==> src/rtl/change_dispenser.sv <==
// Coin-change dispenser: pays a refund greedily from ten-yuan and one-yuan tubes,
// one coin per PULSE/GAP slot, and reports any unpaid remainder with done.
module change_dispenser #(
    parameter int unsigned PULSE_LEN = 2,
    parameter int unsigned GAP_LEN   = 2,
    parameter int unsigned TEN_INIT  = 8,
    parameter int unsigned ONE_INIT  = 20
) (
    input  logic       clk,
    input  logic       rst,
    input  logic       req,
    input  logic [7:0] amount,
    input  logic       refill_ten,
    input  logic       refill_one,
    output logic       busy,
    output logic       done,
    output logic       short,
    output logic [7:0] short_amt,
    output logic       ten_out,
    output logic       one_out,
    output logic [7:0] ten_cnt,
    output logic [7:0] one_cnt
);

    localparam int unsigned W = 8;

    typedef enum logic [2:0] {
        S_IDLE,
        S_SELECT,
        S_PULSE,
        S_GAP,
        S_DONE
    } state_t;

    state_t         state_q, state_d;
    logic [W-1:0]   remaining_q, remaining_d;
    logic [W-1:0]   cnt_q, cnt_d;
    logic [W-1:0]   ten_cnt_q, ten_cnt_d;
    logic [W-1:0]   one_cnt_q, one_cnt_d;
    logic [W-1:0]   short_amt_q, short_amt_d;
    logic           busy_q, busy_d;
    logic           done_q, done_d;
    logic           short_q, short_d;
    logic           ten_out_q, ten_out_d;
    logic           one_out_q, one_out_d;
    logic           take_ten, take_one;

    // Sequencing: coin choice and remaining update happen on the SELECT->PULSE edge.
    always_comb begin
        state_d     = state_q;
        remaining_d = remaining_q;
        cnt_d       = cnt_q;
        busy_d      = busy_q;
        done_d      = 1'b0;
        short_d     = short_q;
        short_amt_d = short_amt_q;
        ten_out_d   = ten_out_q;
        one_out_d   = one_out_q;
        take_ten    = 1'b0;
        take_one    = 1'b0;

        unique case (state_q)
            S_IDLE: begin
                if (req) begin
                    remaining_d = amount;
                    short_d     = 1'b0;
                    short_amt_d = '0;
                    busy_d      = 1'b1;
                    state_d     = S_SELECT;
                end
            end
            S_SELECT: begin
                cnt_d = '0;
                if (remaining_q >= W'(10) && ten_cnt_q != '0) begin
                    take_ten    = 1'b1;
                    remaining_d = remaining_q - W'(10);
                    ten_out_d   = 1'b1;
                    state_d     = S_PULSE;
                end else if (remaining_q != '0 && one_cnt_q != '0) begin
                    take_one    = 1'b1;
                    remaining_d = remaining_q - W'(1);
                    one_out_d   = 1'b1;
                    state_d     = S_PULSE;
                end else begin
                    done_d      = 1'b1;
                    short_d     = (remaining_q != '0);
                    short_amt_d = remaining_q;
                    state_d     = S_DONE;
                end
            end
            S_PULSE: begin
                if (cnt_q == W'(PULSE_LEN - 1)) begin
                    ten_out_d = 1'b0;
                    one_out_d = 1'b0;
                    cnt_d     = '0;
                    state_d   = S_GAP;
                end else begin
                    cnt_d = cnt_q + W'(1);
                end
            end
            S_GAP: begin
                if (cnt_q == W'(GAP_LEN - 1)) begin
                    state_d = S_SELECT;
                end else begin
                    cnt_d = cnt_q + W'(1);
                end
            end
            S_DONE: begin
                busy_d  = 1'b0;
                state_d = S_IDLE;
            end
            default: state_d = S_IDLE;
        endcase
    end

    // Tube counts: saturating refill; refill and eject in the same cycle cancel.
    always_comb begin
        ten_cnt_d = ten_cnt_q;
        one_cnt_d = one_cnt_q;
        unique case ({refill_ten, take_ten})
            2'b10:   if (ten_cnt_q != '1) ten_cnt_d = ten_cnt_q + W'(1);
            2'b01:   ten_cnt_d = ten_cnt_q - W'(1);
            default: ten_cnt_d = ten_cnt_q;
        endcase
        unique case ({refill_one, take_one})
            2'b10:   if (one_cnt_q != '1) one_cnt_d = one_cnt_q + W'(1);
            2'b01:   one_cnt_d = one_cnt_q - W'(1);
            default: one_cnt_d = one_cnt_q;
        endcase
    end

    always_ff @(posedge clk or posedge rst) begin
        if (rst) begin
            state_q     <= S_IDLE;
            remaining_q <= '0;
            cnt_q       <= '0;
            ten_cnt_q   <= W'(TEN_INIT);
            one_cnt_q   <= W'(ONE_INIT);
            short_amt_q <= '0;
            busy_q      <= 1'b0;
            done_q      <= 1'b0;
            short_q     <= 1'b0;
            ten_out_q   <= 1'b0;
            one_out_q   <= 1'b0;
        end else begin
            state_q     <= state_d;
            remaining_q <= remaining_d;
            cnt_q       <= cnt_d;
            ten_cnt_q   <= ten_cnt_d;
            one_cnt_q   <= one_cnt_d;
            short_amt_q <= short_amt_d;
            busy_q      <= busy_d;
            done_q      <= done_d;
            short_q     <= short_d;
            ten_out_q   <= ten_out_d;
            one_out_q   <= one_out_d;
        end
    end

    assign busy      = busy_q;
    assign done      = done_q;
    assign short     = short_q;
    assign short_amt = short_amt_q;
    assign ten_out   = ten_out_q;
    assign one_out   = one_out_q;
    assign ten_cnt   = ten_cnt_q;
    assign one_cnt   = one_cnt_q;

endmodule

==> config.mk <==
export PLATFORM = sky130hd
export DESIGN_NAME = change_dispenser
export DESIGN_NICKNAME = d
export VERILOG_FILES = /design/src/rtl/change_dispenser.sv
export SDC_FILE = /design/constraint.sdc
export NUM_CORES = 1
export LEC_CHECK = 0
export CAP_MARGIN = 25
export CORE_ASPECT_RATIO = 1.75
export CORE_MARGIN = 2
export CORE_UTILIZATION = 40
export CTS_CLUSTER_SIZE = 40
export DETAILED_ROUTE_END_ITERATION = 10
export REMOVE_ABC_BUFFERS = 1
export SYNTH_ARGS = -nofsm -noshare
export SYNTH_HDL_FRONTEND = slang
export SYNTH_SLANG_ARGS = --single-unit
==> constraint.sdc <==
create_clock -name clk -period 2.5 [get_ports clk]
set_clock_uncertainty 0.05 [all_clocks]
set_input_delay 0.375 -clock clk [delete_from_list [all_inputs] [get_ports clk]]
set_output_delay 0.375 -clock clk [all_outputs]
set_load 0.01 [all_outputs]
==> impl_results.md <==
- Worst slew margin: 50.16%
- Antenna viol nets, final: 0
- Crit Path Max Fanout: 4
- Post-Syn Area per Cell: 8.983 µm²
- CTS H-Tree Depth: 2
- Overall routing resource usage: 20.43%
- Antenna Cells: 0
- Area growth from synthesis to layout: 36.56%
- Hold Violations, Final: 0
- Synth top area share: 38.22%
- IO buf count: 41
- Largest net degree at the start of global routing: 49
- Failing checks: setup timing
- Yosys reg bits: 48
- Worst setup EP type: register
- Setup Crit Path Kind: reg -> reg
- Final setup margin: -14.54 ps
- Clock latency on the worst-skew pair: 290 ps
- Fin. max-slew vios: 0
- Run status: finished with violations
- CTS Root Cell: clkbuf_16
- Vias: 2,826
- Largest cells by area after synthesis: dfrtp_1, nand2_1, o21ai_0
- Design area: 4024 µm²
- FP Rows: 41
- Core ar.: 7182 µm²
- Final nets: 433
- Syn Inst Count: 328
- Detailed Route Iter0 Violations: 191
- Crit path DAT: 2640 ps
- Area leader, netlist: dfrtp_1
- Crit path required time: 2620 ps
- First-pass GRT wire length: 12,750 µm
- Share of cells above drive strength 1: 23.73%
- Post-synthesis instance area: 2947 µm²
- Io pins: 42
- Clock Sinks: 48
- Vert. Die Dim: 117.5 µm
- Synth cell types: 60
- Max Clk Rate: 397.7 MHz
- Vias/cell: 5.663
- Critical path origin: remaining_q[1]$_DFFE_PP0P_
- Yosys Warn Count: 0
- Async SR Flop Fraction: 100.0%
- Final Cycle Share: 100.6%
- Hold Crit Class: in -> async
- Register area share after synthesis: 40.89%
- Vias in the first global route: 2,752
- Reg-to-Reg Start: remaining_q[1]$_DFFE_PP0P_
- Die W: 68.88 µm
- Number of iterations in the first detailed-routing pass: 4
- Pwr per Cell Area: 1159 nW/µm²
- Die ar.: 8096 µm²
- Grt ovf: 0
- Maxcap violations: 0
- TritonCTS buffer count: 5
- Final setup violation count: 1
- Post-synth EDFFs: 0
- Peak VDD IR: 0.7261 mV
- Ys flop type: dfrtp_1
- Global placement routability congestion: 0.9293
- Antenna violations before repair: 0
- Overall Power: 0.004663 W
- Final worst path period need: 2515 ps
- Post-DP HPWL: 5679 µm
- DP Area: 3747 µm²
- Final wirelength: 7903 µm
- Worst slew pin tran: 744.9 ps
- CTS tree: done
- Startpoint types: register
- DP Worst Slack: -165.8 ps
- DRC violations left: 0
- CTS Hold Bufs: 0
- CTS clk-pin slew, worst paths: 70 ps
- Unrepaired setup endpoints after global routing: yes
- Leak: 1.719 nW
- Initial Util: 41.03%
- CTS Buffer Depth: 2
- Avg WL per Cell: 15.84 µm
[final timing paths]
check,to,slack (ps),cells past startpoint
max reg2reg,one_cnt[6]$_DFFE_PP0P_,-10,9
min in group clk,cnt_q[7]$_DFFE_PP0P_,460,1
min,cnt_q[1]$_DFFE_PP0P_,390,3
min reg2reg,cnt_q[7]$_DFFE_PP0P_,460,1
max in group asynchronous,one_cnt[2]$_DFFE_PP1P_,1720,3
max,one_cnt[6]$_DFFE_PP0P_,-10,9
[critical path: stages, from the launching register on]
cell	delay (ps)
dfrtp_1	420
buf_6	150
o31ai_4	280
nand2_2	120
a2111oi_4	430
xor2_1	130
ha_2	220
nor4_1	300
a31oi_1	160
xnor2_1	150
[per-stage QoR]
step	hold slack, ps	utilization (%)	setup TNS, ps	instances
floorplan	408.3	-	-427.8	311
global placement	427.5	52.18	-46.49	486
detailed placement	445.4	52.18	-384.7	486
CTS	409.3	55.45	-12.61	497
global route	428.8	56.03	-414.6	499
finish	389.9	56.03	-14.54	499
[synth_stat cells, types with 3 or more instances]
master    instances
and3_1            4
a21oi_1          22
dfrtp_1          45
xnor2_1           6
mux2i_1           3
nor2_1           26
ha_1              8
nand2_1          51
nand4_1           5
nand3_1          13
a31oi_1           7
nor4_1            5
nor3b_1           3
a211oi_1          4
o21ai_0          24
o31ai_1          11
buf_2             5
clkbuf_2          4
nor3_1            7
a22oi_1           3
xor2_1            9
clkbuf_1          5
o22a_1            3
dfstp_2           3
inv_1             6
[power by group]
part / leakage [nW] / switching (W) / internal, W
sequential: 0.603 / 0.000250 / 0.00105
clock: 0.0871 / 0.000303 / 0.000501
combinational: 1.03 / 0.00134 / 0.00122
total: 1.72 / 0.00189 / 0.00277
[layout by cell type (no fill, tap or decap), types with 7 or more instances in the layout]
master	instances
a21oi_1	22
a31oi_1	7
buf_4	50
clkdlybuf4s50_1	41
dfrtp_1	45
nand2_1	50
nand3_1	13
nor2_1	26
o21ai_0	24
o31ai_1	10
xor2_1	9
[logic make-up after synthesis]
| group | Yosys count | synth area share [%] |
|---|---|---|
| AOI/OAI and AO/OA | 96 | 22.63 |
| xor gates and xnor gates | 15 | 4.459 |
| buffers and inverters | 23 | 3.821 |
| DFF | 48 | 40.89 |
| adders and majority gates | 8 | 3.397 |
| and+or+nand+nor | 133 | 23.01 |
| muxes | 5 | 1.783 |
[flip-flops by register name, indices dropped and copies added, names as in the netlist, 3 cells and up]
name / cells
cnt_q: 8
one_cnt: 8
remaining_q: 8
short_amt: 8
state_q: 3
ten_cnt: 8
[timing repair]
action | 4_1_cts | 5_1_grt
setup buffers | 3 | 2
setup endpoints to repair | 4 | 10
resized for setup | 9 | 3
pin swaps | 11 | 8
[routing by layer]
metal | track usage [%] | vias up | share of wire, %
li1 | - | 1359 | -
met1 | 21.93 | 1374 | 38
met2 | 37.32 | 81 | 56
met3 | 3.728 | 12 | 4.0
met4 | 7.843 | 0 | 2.2
met5 | 0 | - | 0
[layout make-up]
type,count,area [µm²]
fillers,675,3158
clock inverters,2,38.79
well taps,86,107.6
clock buffers,6,138.9
flip-flops and latches,48,1205
inverters,6,22.52
repair buffers,94,837.1
multi-input cells,257,1674
(Power assumes the default switching activity.)
